--- src/rtl/wrap030_dram_pkg.sv ---
// Shared types and helpers for the Wrap030 FPM DRAM controller.
// Imported by the controller RTL and by its testbench model.
package wrap030_dram_pkg;

    typedef enum logic [2:0] {
        sIDL,
        sROW,
        sCAS,
        sACK,
        sRF1,
        sRF2,
        sPRE
    } dram_state_t;

    // 68030 SIZ[1:0] encodings
    localparam logic [1:0] SIZ_LONG  = 2'b00;
    localparam logic [1:0] SIZ_BYTE  = 2'b01;
    localparam logic [1:0] SIZ_WORD  = 2'b10;
    localparam logic [1:0] SIZ_3BYTE = 2'b11;

    // Field order matches cpuAddr[22:0], so a plain cast splits it.
    typedef struct packed {
        logic       bank;
        logic [9:0] row;
        logic [9:0] col;
        logic [1:0] a10;
    } dram_addr_t;

    function automatic dram_addr_t split_addr(input logic [22:0] a);
        return dram_addr_t'(a);
    endfunction

    // Active-high byte-lane enables, bit 3 = D31:24. Reads always use all lanes.
    function automatic logic [3:0] lane_mask(input logic [1:0] siz, input logic [1:0] a10,
                                             input logic rwn);
        logic [3:0] m;
        m = 4'b1111;
        if (!rwn) begin
            case (a10)
                2'b00:
                    case (siz)
                        SIZ_BYTE:  m = 4'b1000;
                        SIZ_WORD:  m = 4'b1100;
                        SIZ_3BYTE: m = 4'b1110;
                        SIZ_LONG:  m = 4'b1111;
                        default:   m = 4'b1111;
                    endcase
                2'b01:
                    case (siz)
                        SIZ_BYTE: m = 4'b0100;
                        SIZ_WORD: m = 4'b0110;
                        default:  m = 4'b0111;
                    endcase
                2'b10:   m = (siz == SIZ_BYTE) ? 4'b0010 : 4'b0011;
                default: m = 4'b0001;
            endcase
        end
        return m;
    endfunction

endpackage

--- src/rtl/dram_ctrl_if.sv ---
// CPU-side handshake between the Wrap030 bus controller and the DRAM controller.
interface dram_ctrl_if;
    logic        ramCEn;
    logic        cpuASn;
    logic        cpuRWn;
    logic [1:0]  cpuSIZ;
    logic [22:0] cpuAddr;
    logic        ramACKn;

    modport master (output ramCEn, cpuASn, cpuRWn, cpuSIZ, cpuAddr, input ramACKn);
    modport slave  (input ramCEn, cpuASn, cpuRWn, cpuSIZ, cpuAddr, output ramACKn);
endinterface

--- src/rtl/dram_refresh_timer.sv ---
// Free-running refresh interval timer; raises refReq once per REFRESH_DIV clocks
// and holds it until the controller acknowledges. Missed intervals do not queue.
module dram_refresh_timer #(
    parameter int REFRESH_DIV = 390
) (
    input  logic sysClk,
    input  logic sysRESET,
    input  logic refAck,
    output logic refReq
);

    localparam int CW = (REFRESH_DIV > 1) ? $clog2(REFRESH_DIV) : 1;
    localparam logic [CW-1:0] RELOAD = CW'(REFRESH_DIV - 1);

    logic [CW-1:0] refCnt;

    // NOTE: registers take non-blocking assignments so every flop samples pre-edge values.
    always_ff @(posedge sysClk or posedge sysRESET) begin
        if (sysRESET) begin
            refCnt <= RELOAD;
            refReq <= 1'b0;
        end else if (refCnt == '0) begin
            // A new request wins over an acknowledge landing on the same edge.
            refCnt <= RELOAD;
            refReq <= 1'b1;
        end else begin
            refCnt <= refCnt - 1'b1;
            if (refAck) refReq <= 1'b0;
        end
    end

endmodule

--- src/rtl/dram_ctrl.sv ---
// FPM DRAM controller behind the Wrap030 bus controller: two 32-bit banks,
// row/column multiplexing, per-lane CAS and CAS-before-RAS refresh.
module dram_ctrl
    import wrap030_dram_pkg::*;
#(
    parameter int REFRESH_DIV = 390,
    parameter int CAS_WAIT    = 1,
    parameter int PRECHARGE   = 2,
    parameter int REF_HOLD    = 2
) (
    input  logic       sysClk,
    input  logic       sysRESET,
    dram_ctrl_if.slave cpuBus,
    output logic [9:0] dramAddr,
    output logic [1:0] dramRASn,
    output logic [3:0] dramCASn,
    output logic       dramWEn
);

    localparam logic [2:0] CAS_LOAD  = 3'(CAS_WAIT);
    localparam logic [2:0] PRE_LOAD  = 3'(PRECHARGE);
    localparam logic [2:0] HOLD_LOAD = 3'(REF_HOLD);

    dram_state_t state, stateNext;
    logic [2:0]  waitCnt, cntNext;
    logic [9:0]  addrNext;
    logic [1:0]  rasNext;
    logic [3:0]  casNext;
    logic        weNext, ackNext;
    logic        refReq, refAck;
    logic        closeOut;
    logic        cpuGone, cntDone;
    dram_addr_t  cpuA;

    assign cpuA    = split_addr(cpuBus.cpuAddr);
    assign cpuGone = cpuBus.cpuASn;
    assign cntDone = (waitCnt == 3'd1);

    dram_refresh_timer #(
        .REFRESH_DIV(REFRESH_DIV)
    ) uRefresh (
        .sysClk  (sysClk),
        .sysRESET(sysRESET),
        .refAck  (refAck),
        .refReq  (refReq)
    );

    always_ff @(posedge sysClk or posedge sysRESET) begin
        if (sysRESET) state <= sIDL;
        else          state <= stateNext;
    end

    always_comb begin
        stateNext = state;
        case (state)
            sIDL: begin
                if (refReq)                                    stateNext = sRF1;
                else if (!cpuBus.ramCEn && !cpuBus.cpuASn)     stateNext = sROW;
            end
            sROW:    stateNext = cpuGone ? sPRE : sCAS;
            sCAS: begin
                if (cpuGone)      stateNext = sPRE;
                else if (cntDone) stateNext = sACK;
            end
            sACK:    if (cpuGone) stateNext = sPRE;
            sRF1:    stateNext = sRF2;
            sRF2:    if (cntDone) stateNext = sPRE;
            sPRE:    if (cntDone) stateNext = sIDL;
            default: stateNext = sIDL;
        endcase
    end

    // Next values for the registered pins; closeOut raises every strobe and starts precharge.
    always_comb begin
        // NOTE: every output gets a default first, so no path through the case infers a latch.
        addrNext = dramAddr;
        rasNext  = dramRASn;
        casNext  = dramCASn;
        weNext   = dramWEn;
        ackNext  = cpuBus.ramACKn;
        cntNext  = waitCnt;
        refAck   = 1'b0;
        closeOut = 1'b0;
        case (state)
            sIDL: begin
                if (refReq) begin
                    casNext = 4'h0;
                    refAck  = 1'b1;
                end else if (!cpuBus.ramCEn && !cpuBus.cpuASn) begin
                    addrNext = cpuA.row;
                    rasNext  = cpuA.bank ? 2'b01 : 2'b10;
                    weNext   = cpuBus.cpuRWn;
                end
            end
            sROW: begin
                if (cpuGone) closeOut = 1'b1;
                else begin
                    addrNext = cpuA.col;
                    casNext  = ~lane_mask(cpuBus.cpuSIZ, cpuA.a10, cpuBus.cpuRWn);
                    cntNext  = CAS_LOAD;
                end
            end
            sCAS: begin
                if (cpuGone)      closeOut = 1'b1;
                else if (cntDone) ackNext  = 1'b0;
                else              cntNext  = waitCnt - 3'd1;
            end
            sACK: closeOut = cpuGone;
            sRF1: begin
                rasNext = 2'b00;
                cntNext = HOLD_LOAD;
            end
            sRF2: begin
                if (cntDone) closeOut = 1'b1;
                else         cntNext  = waitCnt - 3'd1;
            end
            sPRE:    if (!cntDone) cntNext = waitCnt - 3'd1;
            default: ;
        endcase
        if (closeOut) begin
            rasNext = 2'b11;
            casNext = 4'hF;
            weNext  = 1'b1;
            ackNext = 1'b1;
            cntNext = PRE_LOAD;
        end
    end

    always_ff @(posedge sysClk or posedge sysRESET) begin
        if (sysRESET) begin
            dramAddr       <= '0;
            dramRASn       <= 2'b11;
            dramCASn       <= 4'hF;
            dramWEn        <= 1'b1;
            cpuBus.ramACKn <= 1'b1;
            waitCnt        <= '0;
        end else begin
            dramAddr       <= addrNext;
            dramRASn       <= rasNext;
            dramCASn       <= casNext;
            dramWEn        <= weNext;
            cpuBus.ramACKn <= ackNext;
            waitCnt        <= cntNext;
        end
    end

endmodule
--- src/flat_wrapper.sv ---
// flat-port wrapper written by rule: the top's interface ports become plain ports
module dram_ctrl_flat import wrap030_dram_pkg::*;
#(
    parameter int REFRESH_DIV = 390,
    parameter int CAS_WAIT    = 1,
    parameter int PRECHARGE   = 2,
    parameter int REF_HOLD    = 2
)
  (sysClk, sysRESET, dramAddr, dramRASn, dramCASn, dramWEn, cpuBus_ramCEn, cpuBus_cpuASn, cpuBus_cpuRWn, cpuBus_cpuSIZ, cpuBus_cpuAddr, cpuBus_ramACKn);
  dram_ctrl_if cpuBus_i ();
  input  logic sysClk;
  input  logic sysRESET;
  output logic [9:0] dramAddr;
  output logic [1:0] dramRASn;
  output logic [3:0] dramCASn;
  output logic dramWEn;
  input wire logic [$bits(cpuBus_i.ramCEn)-1:0] cpuBus_ramCEn;
  input wire logic [$bits(cpuBus_i.cpuASn)-1:0] cpuBus_cpuASn;
  input wire logic [$bits(cpuBus_i.cpuRWn)-1:0] cpuBus_cpuRWn;
  input wire logic [$bits(cpuBus_i.cpuSIZ)-1:0] cpuBus_cpuSIZ;
  input wire logic [$bits(cpuBus_i.cpuAddr)-1:0] cpuBus_cpuAddr;
  output wire logic [$bits(cpuBus_i.ramACKn)-1:0] cpuBus_ramACKn;
  assign cpuBus_i.ramCEn = cpuBus_ramCEn;
  assign cpuBus_i.cpuASn = cpuBus_cpuASn;
  assign cpuBus_i.cpuRWn = cpuBus_cpuRWn;
  assign cpuBus_i.cpuSIZ = cpuBus_cpuSIZ;
  assign cpuBus_i.cpuAddr = cpuBus_cpuAddr;
  assign cpuBus_ramACKn = cpuBus_i.ramACKn;
  dram_ctrl #(.REFRESH_DIV(REFRESH_DIV), .CAS_WAIT(CAS_WAIT), .PRECHARGE(PRECHARGE), .REF_HOLD(REF_HOLD)) u_core (.sysClk(sysClk), .sysRESET(sysRESET), .cpuBus(cpuBus_i), .dramAddr(dramAddr), .dramRASn(dramRASn), .dramCASn(dramCASn), .dramWEn(dramWEn));
endmodule
--- config.mk ---
export PLATFORM = sky130hd
export DESIGN_NAME = dram_ctrl_flat
export DESIGN_NICKNAME = d
export VERILOG_FILES = /design/src/rtl/wrap030_dram_pkg.sv /design/src/rtl/dram_ctrl_if.sv /design/src/rtl/dram_refresh_timer.sv /design/src/rtl/dram_ctrl.sv /design/src/flat_wrapper.sv
export SDC_FILE = /design/constraint.sdc
export NUM_CORES = 1
export LEC_CHECK = 0
export BUFFER_PORTS_ARGS = -buffer_cell sky130_fd_sc_hd__buf_2
export CAP_MARGIN = 20
export CORE_AREA = 2 2 64 66
export DETAILED_ROUTE_END_ITERATION = 6
export DIE_AREA = 0 0 66 68
export GPL_TIMING_DRIVEN = 0
export PLACE_DENSITY = 0.73
export RECOVER_POWER = 25
export SKIP_CTS_REPAIR_TIMING = 1
export SLEW_MARGIN = 15
export SYNTH_ARGS = -nofsm -noshare
export SYNTH_HDL_FRONTEND = slang
export SYNTH_SLANG_ARGS = --single-unit
--- constraint.sdc ---
create_clock -name sysClk -period 2.13 [get_ports sysClk]
set_input_delay 0.426 -clock sysClk [delete_from_list [all_inputs] [get_ports sysClk]]
set_output_delay 0.426 -clock sysClk [all_outputs]
set_load 0.01 [all_outputs]
==> summary.txt, run 1 <==
Status: complete, no violations
Final period utilization: 0.818
CTS tree: built
Slew Limit Fails: 0
Crit-path max cell delay: 490 ps
Hold path depth: 2
Reg2Reg Depth: 5
Port buffer count: 47
Initial antenna violation count: 0
Max cap viols: 0
Initial drt markers: 104
Row Count: 23
Hold Path End: u_core.dramRASn[1]
Global-route wire length before repair: 6470 um
CP Class: flip-flop to flip-flop
Post-synthesis adder-cell area fraction: 0.0323
Power per standard cell area: 1270 nW/um2
Share of the synthesized area in the top cell type: 0.285
Min-delay worst type: input pin to flip-flop
Top cells by area, synth: dfrtp_1 (28%), dfstp_2 (16%), o21ai_0 (6.5%), mux2i_1 (5.7%), nand2_1 (5.2%)
Top delay family on crit path: simple AND/OR/NAND/NOR gates
WL per Instance: 12.4 um
DR DRC count: 0
CP cell instances: inv_1 > ha_1 > or4b_4 > or4_1 > nand2_1
Clock skew: 4.26 ps
Share of cells above drive strength 1: 0.276
Most frequent cells in the layout: buf_2 (51), nand2_1 (27), o21ai_0 (25), dfrtp_1 (22), nor2_1 (19)
Nets: 302
Placed cells: 310
RSZ-0062 raised after global routing: false
Synth area leader: dfrtp_1
Endpoints failing hold: 0
Ant. Diodes: 0
Buf/Inv on CP: 1
Die outline area: 4490 um2
Most common flop cell mapped by yosys: dfrtp_1
Final setup vio count: 0
Post-Syn Instances: 213
Max Root-Sink Buffers: 2
Total grt overflow: 0
Filler instances: 366
Simple-Gate Fraction of Synth Area: 0.212
# IOs: 48
Dpl hpwl: 2900 um
Die Width: 66 um
Crit path required time: 2360 ps
Clock Latency Late Sink: 290 ps
GR Util All Layers: 0.189
EDFF count, synth: 0
Initial Util: 0.502
Sum of negative setup slack: 0 ps
CTS clk-pin slew, worst paths: 70 ps
Slew margin rel.: 0.175
Worst R2R End: u_core.uRefresh.refCnt[6]
Post-Syn Area: 1930 um2
Via density: 5.31
Pin count of the biggest net entering global routing: 35
CP Launch Type: flip-flop
Yosys warns: 0
Syn_nets: 248
Main combinational cell family by area after synthesis: simple AND/OR/NAND/NOR gates
Total design power: 2.96 mW
Yosys reg bits: 34
Core box area: 3860 um2
VDD IR max: 0.715 mV
Least-Margin Pin Slew: 1240 ps
Complex-gate fraction of the synthesized area: 0.190
HP Start: cpuBus_cpuAddr[22]
Vias in the first global route: 1502
Fin cells: 318
Worst Path Max Fanout: 4
Register area share after synthesis: 0.448
Reg-to-reg startpoint: u_core.uRefresh.refCnt[1]
FMAX: 574 MHz
Most common cell after layout, fill and taps aside: buf_2
Slowest CP cell: or4b_4
Mux cell area share after synthesis: 0.0569
Sink Count: 34
1st-pass router iterations: 4
Leakage power: 1.08 nW
Cell variety after synth: 44
H-Tree Level Count: 2
CP Data Arrival Time: 1970 ps
Routed via count: 1688
RePlAce Congestion: 0.799
Element type at the critical path end: flip-flop
CTS buffer count: 5
Tmin final: 1740 ps
Share of synthesized flip-flops with an asynchronous set or reset: 1.00
Flop-to-flop setup slack: 390 ps
Drt total wl: 3930 um
Die Ht: 68 um
Root Driver: clkbuf_8
Area grow syn2layout: 20.9%
Synth Area per Inst: 9.08 um2
Synth Area in XOR/XNOR: 0.0226
Final ANT Viol Nets: 0
-- report_power, final --
group | total [mW] | leakage [nW] | internal [mW] | switching (mW)
combinational | 1.35 | 0.632 | 0.584 | 0.766
sequential | 1.03 | 0.398 | 0.898 | 0.136
clock | 0.578 | 0.0524 | 0.350 | 0.228
-- stage by stage --
step	setup slack [ps]	cell area, um2	hold WS [ps]	util
6_report	388	2340	364	0.606
3_3_place_gp	394	2230	457	0.579
4_1_cts	387	2340	261	0.606
2_1_floorplan	468	1930	449	-
5_1_grt	278	2340	379	0.606
3_5_place_dp	403	2230	466	0.579
-- worst max-delay path by stage --
stage	startpoint	endpoint	cells past startpoint
6_report	u_core.uRefresh.refCnt[1]	u_core.uRefresh.refCnt[6]	5
5_1_grt	u_core.waitCnt[0]	u_core.dramRASn[1]	5
4_1_cts	u_core.uRefresh.refCnt[1]	u_core.uRefresh.refCnt[6]	5
3_5_place_dp	u_core.uRefresh.refCnt[1]	u_core.uRefresh.refCnt[6]	5
3_3_place_gp	cpuBus_cpuASn	u_core.dramRASn[1]	5
2_1_floorplan	u_core.uRefresh.refCnt[1]	u_core.uRefresh.refCnt[6]	5
-- cell usage after synthesis, types with 6 or more instances --
cell type  instances
dfrtp_1           22
dfstp_2           12
inv_1             10
mux2i_1           11
nand2_1           27
nand2b_1           9
nand3_1            6
nor2_1            19
nor2b_1            6
nor3_1             7
o21ai_0           25
-- state kept, by name, summed over array words and instances (netlist names) --
name / cells
u_core.state: 3
u_core.dramCASn: 4
u_core.uRefresh.refReq: 1
u_core.dramWEn: 1
u_core.cpuBus.ramACKn: 1
u_core.waitCnt: 3
u_core.uRefresh.refCnt: 9
u_core.dramRASn: 2
u_core.dramAddr: 10
-- metal layers --
| layer | part of all wire | track usage | vias to the layer above |
|---|---|---|---|
| li1 | - | - | 869 |
| met1 | 0.44 | 0.247 | 765 |
| met2 | 0.49 | 0.301 | 49 |
| met3 | 0.061 | 0.0576 | 5 |
| met4 | 0.010 | 0.0663 | 0 |
| met5 | 0 | 0 | - |
-- cell families after synthesis --
group,Yosys count
AOI/OAI and AO/OA,56
xor gates and xnor gates,5
adders and majority gates,5
buffers and inverters,18
DFF,34
muxes,11
and+or+nand+nor,84
-- layout make-up --
cell class                 instances  area (um2)  share of cell area
tap                               50        62.6              0.0268
timing repair buffer              47         235               0.101
inverter                          10        37.5              0.0161
clock buffer                       7        76.3              0.0326
multi-input combinational        161         995               0.425
sequential                        34         866               0.370
buffer                             8        36.3              0.0155
clock inverter                     1        30.0              0.0128
(Power assumes the default switching activity.)
==> inputs of run 2 (changes only) <==
ABC_AREA = 1   (was default)
CORE_AREA = 2 2 68 70   (was 2 2 64 66)
DIE_AREA = 0 0 70 72   (was 0 0 66 68)
PLACE_DENSITY = 0.7   (was 0.73)
clock period = 1.4 ns   (was 2.13 ns; I/O delays follow)
==> run 2 against run 1 <==
  * The run now ends with setup timing left
  * Synthesized cell count up 23%
  * Area after synthesis up 3.6%
  * Clock power up 58%
  * Critical path depth up 2
  * Die area up 12%
  * Sequential cell count unchanged
  * Hold slack worse by 100 ps
  * Routed wire length up 18%
==> summary.txt, run 2 <==
H-Tree Level Count: 2 (unchanged)
CP Data Arrival Time: 1630 ps (-340 ps)
Most common cell after layout, fill and taps aside: nand2_1
Yosys reg bits: 34 (unchanged)
# IOs: 48 (unchanged)
Share of the synthesized area in the top cell type: 0.275 (-0.00995)
Routed via count: 1890 (+12%)
Drt total wl: 4630 um (+18%)
CTS clk-pin slew, worst paths: 70 ps (about the same)
Failing checks: setup timing
Share of cells above drive strength 1: 0.413 (+0.137)
Least-Margin Pin Slew: 1270 ps (+31.8 ps)
Cell variety after synth: 32 (-27%)
CP Class: flip-flop to flip-flop
Total grt overflow: 0 (unchanged)
GR Util All Layers: 0.186 (-0.00309)
Final period utilization: 1.03 (+0.216)
Final setup vio count: 13 (+13)
Initial drt markers: 54 (-48%)
Top delay family on crit path: compound AO/OA/AOI/OAI gates
RSZ-0062 raised after global routing: true
Yosys warns: 0 (unchanged)
P_sw: 2.51 mW (+120%)
Slew margin rel.: 0.154 (-0.0213)
Most frequent cells in the layout: nand2_1 (77), buf_2 (47), inv_1 (28), dfrtp_1 (21), nor2_1 (20)
Post-Syn Instances: 262 (+23%)
Most common flop cell mapped by yosys: dfrtp_1
Global-route wire length before repair: 7590 um (+17%)
Placed cells: 361 (+16%)
Status: complete, but fails checks
Initial antenna violation count: 0 (unchanged)
Pin count of the biggest net entering global routing: 35 (unchanged)
Row Count: 24 (+4.3%)
Sink Count: 34 (unchanged)
Slowest CP cell: dfrtp_1
Internal: 3.40 mW (+85%)
Ant. Diodes: 0 (unchanged)
Buf/Inv on CP: 2 (+1)
Core box area: 4260 um2 (+11%)
Fin cells: 386 (+21%)
WL met3: 417 um (+75%)
Reg power frac: 0.277 (-0.072)
Max cap viols: 0 (unchanged)
Net Sw Frac: 0.425 (+0.0432)
Element type at the critical path end: flip-flop
FMAX: 691 MHz (+20%)
Max Root-Sink Buffers: 2 (unchanged)
VDD IR max: 1.08 mV (+52%)
Nets: 368 (+22%)
EDFF count, synth: 0 (unchanged)
CTS tree: built
1st-pass router iterations: 4 (unchanged)
Final ANT Viol Nets: 0 (unchanged)
Synth area leader: dfrtp_1
Post-Syn Area: 2000 um2 (+3.6%)
Flop-to-flop setup slack: -50 ps (-430 ps)
Fin Hold WS: 260 ps (-104 ps)
Vias in the first global route: 1748 (+16%)
Sum of negative setup slack: -395 ps (-395 ps)
Power per standard cell area: 2230 nW/um2 (+76%)
WL per Instance: 12.0 um (-3.1%)
Synth Area per Inst: 7.65 um2 (-16%)
Metal2 WL: 2030 um (+6.2%)
Combinational Power Share: 0.568 (+0.112)
Crit-path max cell delay: 410 ps (-80 ps)
Largest reg by FF count: u_core.dramAddr
Tmin final: 1450 ps (-295 ps)
DR DRC count: 0 (unchanged)
Area grow syn2layout: 32.3%
Syn_nets: 297 (+20%)
Initial Util: 0.470 (-0.0316)
Register area share after synthesis: 0.432 (-0.0156)
Synth top cells by count: nand2_1 (88), inv_1 (31), dfrtp_1 (22), nor2_1 (22), nand3_1 (16)
Biggest regs: u_core.dramAddr x10, u_core.uRefresh.refCnt x9, u_core.dramCASn x4
Crit path required time: 1580 ps (-780 ps)
Min-delay worst type: input pin to flip-flop
Routed metal-1 wirelength: 2110 um (+21%)
Highest metal used: met4
RePlAce Congestion: 0.842 (+5.3%)
Max FFs per register: 10 (unchanged)
Dpl hpwl: 3090 um (+6.6%)
Share of synthesized flip-flops with an asynchronous set or reset: 1.00 (unchanged)
CP Launch Type: flip-flop
FF+latch area: 867 um2 (+0.14%)
Port buffer count: 47 (unchanged)
Clock Latency Late Sink: 290 ps (about the same)
Leakage power: 1.40 nW (+29%)
Endpoints failing hold: 0 (unchanged)
Final setup margin: -47.2 ps (-435 ps)
Filler instances: 367 (+0.27%)
Root Driver: clkbuf_8
Via density: 4.90 (-7.8%)
Worst Path Max Fanout: 10 (+6)
CP cell instances: buf_6 > nand3_2 > inv_1 > a21oi_4 > o21ai_1 > nand2_1 > nand2_1
Die Ht: 72 um (+5.9%)
CTS buffer count: 5 (unchanged)
Die Width: 70 um (+6.1%)
Most numerous cell in the Yosys netlist: nand2_1
Clock skew: 3.62 ps (-0.637 ps)
CP most frequent cell: nand2_1
Top cells by area, synth: dfrtp_1 (27%), nand2_1 (16%), dfstp_2 (16%), inv_1 (5.8%), o21ai_2 (4.8%)
Clk pwr share: 0.155 (-0.040)
Multi-input gate area: 1040 um2 (+4.2%)
Slew Limit Fails: 0 (unchanged)
Die outline area: 5040 um2 (+12%)
## run 2: cell count changes after synthesis, sizes merged, moves of 3 or more
cell / before / now
nand2b: 9 / 0
nand2: 27 / 90
nor2: 19 / 26
nor2b: 6 / 0
mux2i: 11 / 0
nand3: 6 / 17
o211ai: 3 / 0
inv: 10 / 34
clkbuf: 4 / 0
## run 2: metrics by stage
stage / utilization / setup WS, ps / power (mW) / instance area (um2)
floorplan: - / 58.9 / 3.66 / 2000
CTS: 0.567 / -193 / 5.30 / 2420
finish: 0.622 / -47.2 / 5.90 / 2650
global route: 0.622 / -117 / 6.39 / 2650
detailed placement: 0.540 / -180 / 4.36 / 2300
global placement: 0.540 / -147 / 4.31 / 2300
## run 2: layout make-up
class	count	share of cell area
clock inverter	3	0.0170
multi-input combinational	188	0.391
clock buffer	5	0.0259
inverter	34	0.0500
timing repair buffer	64	0.140
buffer	6	0.0255
tap	52	0.0245
sequential	34	0.327
## run 2: worst paths after layout
check                                          start                        end  cells past startpoint
min in group asynchronous                   sysRESET         u_core.dramAddr[3]                      2
max in group asynchronous                   sysRESET            u_core.state[1]                      2
setup / recovery                     u_core.state[2]          u_core.waitCnt[1]                      7
hold / removal                         cpuBus_cpuRWn             u_core.dramWEn                      3
hold reg to reg            u_core.uRefresh.refCnt[0]  u_core.uRefresh.refCnt[0]                      1
setup reg to reg                     u_core.state[2]          u_core.waitCnt[1]                      7
## run 2: layer usage
metal | vias up | track usage
met1 | 845 | 0.236
met5 | - | 0
met2 | 69 | 0.302
met3 | 10 | 0.0542
met4 | 0 | 0.0748
li1 | 966 | -
## run 2: kinds of logic after synthesis
family | synth area share
XOR/XNOR | 0.0219
AND/OR/NAND/NOR | 0.316
buffers and inverters | 0.0893
adder cells (fa/ha/maj) | 0.0312
AO/OA/AOI/OAI | 0.109
flip-flops | 0.432
## run 2: power by group through the flow
| stage | combinational [mW] | sequential (mW) | clock, mW |
|---|---|---|---|
| after global routing | 3.74 | 1.68 | 0.973 |
| after floorplan | 1.90 | 1.75 | 0 |
| final | 3.35 | 1.64 | 0.914 |
| after CTS | 2.75 | 1.62 | 0.932 |
| after detailed placement | 2.73 | 1.63 | 0 |
| after global placement | 2.68 | 1.63 | 0 |
## run 2: worst reg2reg max path: stages (launching register included)
cell and delay [ps]:
dfrtp_1 410, buf_6 160, nand3_2 100, inv_1 90, a21oi_4 290, o21ai_1 130, nand2_1 100, nand2_1 50
==> inputs of run 3 (changes only) <==
BUFFER_PORTS_ARGS = -buffer_cell sky130_fd_sc_hd__buf_4   (was -buffer_cell sky130_fd_sc_hd__buf_2)
==> run 3 against run 2 <==
  * The flow still finishes with violations (setup timing)
  * Die area did not move
  * Final cell count down 1.6%
  * Cell area rose by 3.4%
  * First-iteration DRC count is 26% lower
  * Non-clock buffer count is 6 lower
  * Count of clock-buffer cells in the layout did not move
  * Sequential power about the same
  * Fmax increased by 1.0%
==> summary.txt, run 3 (same netlist as run 2, synthesis figures left out) <==
Final period utilization: 1.02 (-0.0102)
Row Count: 24 (unchanged)
CP Class: flip-flop to flip-flop
H-Tree Level Count: 2 (unchanged)
DR DRC count: 0 (unchanged)
Routed via count: 1865 (-1.3%)
Reg2Reg Depth: 8 (+1)
Multi-input gate area: 1040 um2 (+0.12%)
Pin count of the biggest net entering global routing: 35 (unchanged)
Clk pwr share: 0.180 (+0.025)
GR Util All Layers: 0.193 (+0.00704)
Status: complete, but fails checks
Area grow syn2layout: 36.9%
CP Launch Type: flip-flop
Slew margin rel.: 0.540 (+0.386)
Initial antenna violation count: 0 (unchanged)
RePlAce Congestion: 0.832 (-1.2%)
DP Worst Slack: -173 ps (+7.92 ps)
Slew Limit Fails: 0 (unchanged)
Final setup vio count: 13 (unchanged)
Combinational Power Share: 0.550 (-0.018)
Ant. Diodes: 0 (unchanged)
FMAX: 698 MHz (+1.0%)
Failing checks: setup timing
Max FFs per register: 10 (unchanged)
CTS buffer count: 5 (unchanged)
Tmin final: 1430 ps (-14.3 ps)
Max Root-Sink Buffers: 2 (unchanged)
Net Sw Frac: 0.405 (-0.0201)
WL per Instance: 11.9 um (-0.68%)
CTS clk-pin slew, worst paths: 80 ps (about the same)
Placed cells: 361 (unchanged)
Nets: 362 (-1.6%)
RSZ-0062 raised after global routing: true
Core box area: 4260 um2 (unchanged)
Vias in the first global route: 1743 (-0.29%)
Element type at the critical path end: flip-flop
Fin cells: 380 (-1.6%)
Dpl hpwl: 3110 um (+0.57%)
Root Driver: clkbuf_8
Clock skew: 8.44 ps (+4.83 ps)
CP Data Arrival Time: 1630 ps (about the same)
Global-route wire length before repair: 7790 um (+2.6%)
Endpoints failing hold: 0 (unchanged)
VDD IR max: 1.31 mV (+21%)
Reg-to-reg startpoint: u_core.state[1]
Clock Latency Late Sink: 290 ps (about the same)
Final ANT Viol Nets: 0 (unchanged)
Power per standard cell area: 2220 nW/um2 (about the same)
Via density: 4.91 (+0.24%)
Final Cell Area: 2740 um2 (+3.4%)
Most frequent cells in the layout: nand2_1 (74), buf_4 (57), inv_1 (28), dfrtp_1 (21), nor2_1 (20)
Total design power: 6.10 mW (+3.4%)
Worst Path Max Fanout: 10 (unchanged)
Utilization after layout: 0.643 (+0.0214)
Sink Count: 34 (unchanged)
Drt total wl: 4520 um (-2.2%)
Worst R2R End: u_core.dramAddr[7]
CTS tree: built
P_sw: 2.47 mW (-1.5%)
Least-Margin Pin Slew: 689 ps (-578 ps)
FF+latch area: 867 um2 (unchanged)
Biggest regs: u_core.dramAddr x10, u_core.uRefresh.refCnt x9, u_core.dramCASn x4
Die outline area: 5040 um2 (unchanged)
Share of cells above drive strength 1: 0.409 (-0.00464)
Flop-to-flop setup slack: -30 ps (about the same)
Fin Hold WS: 92.2 ps (-168 ps)
Max cap viols: 0 (unchanged)
# IOs: 48 (unchanged)
Die Width: 70 um (unchanged)
Final setup margin: -33.0 ps (+14.3 ps)
Crit path required time: 1590 ps (about the same)
Filler instances: 390 (+6.3%)
Reg power frac: 0.270 (-0.007)
Most common cell after layout, fill and taps aside: nand2_1
Total grt overflow: 0 (unchanged)
Sum of negative setup slack: -274 ps (+121 ps)
Largest reg by FF count: u_core.dramAddr
Initial Util: 0.470 (unchanged)
1st-pass router iterations: 4 (unchanged)
Die Ht: 72 um (unchanged)
Leakage power: 1.42 nW (+1.7%)
Internal: 3.63 mW (+7.0%)
Port buffer count: 47 (unchanged)
Min-delay worst type: input pin to async pin
Initial drt markers: 40 (-26%)
Post-DP Area: 2420 um2 (+5.1%)
-- run 3: cell count changes in the layout (fill, tap and decap cells not counted), moves of 2 or more --
cell,before,now
buf_2,47,0
buf_4,16,57
nand2_2,11,16
nand2_1,77,74
clkinvlp_4,2,0
nand2_4,2,0
-- run 3: cell type report --
type | instances | area share
clock inverter | 3 | 0.0251
sequential | 34 | 0.316
inverter | 34 | 0.0474
timing repair buffer | 58 | 0.160
buffer | 6 | 0.0246
tap | 52 | 0.0237
clock buffer | 5 | 0.0251
multi-input combinational | 188 | 0.378
-- run 3: power by group through the flow --
stage,sequential (mW),combinational (mW),clock (mW)
floorplan,1.75,1.90,0
global placement,1.64,2.85,0
detailed placement,1.65,2.89,0
CTS,1.64,2.90,1.12
global route,1.70,3.76,1.17
finish,1.65,3.36,1.10
-- run 3: how the worst max path moves through the flow --
stage / start / end / slack [ps] / cells past startpoint
3_3_place_gp: u_core.waitCnt[0] / u_core.waitCnt[0] / -150 / 7
4_1_cts: u_core.waitCnt[0] / u_core.waitCnt[0] / -180 / 7
6_report: u_core.state[1] / u_core.dramAddr[7] / -30 / 8
2_1_floorplan: u_core.waitCnt[0] / u_core.waitCnt[1] / 60 / 7
3_5_place_dp: u_core.waitCnt[0] / u_core.waitCnt[0] / -170 / 7
5_1_grt: u_core.state[1] / u_core.dramAddr[7] / -90 / 8
-- run 3: metal layers --
| metal | vias to the layer above | routed length, um | track usage |
|---|---|---|---|
| met5 | - | 0 | 0 |
| met4 | 0 | 92 | 0.0855 |
| met3 | 8 | 359 | 0.0611 |
| met2 | 53 | 1960 | 0.292 |
| met1 | 852 | 2110 | 0.256 |
| li1 | 952 | - | - |
-- run 3: critical path, stage by stage, from the launching register on --
cell     delay (ps)
dfrtp_2         480
inv_4           120
nand2_2          80
nor2_4          170
o21ai_4          80
and2_4          150
buf_8           140
nand2_1          70
o21ai_2          50
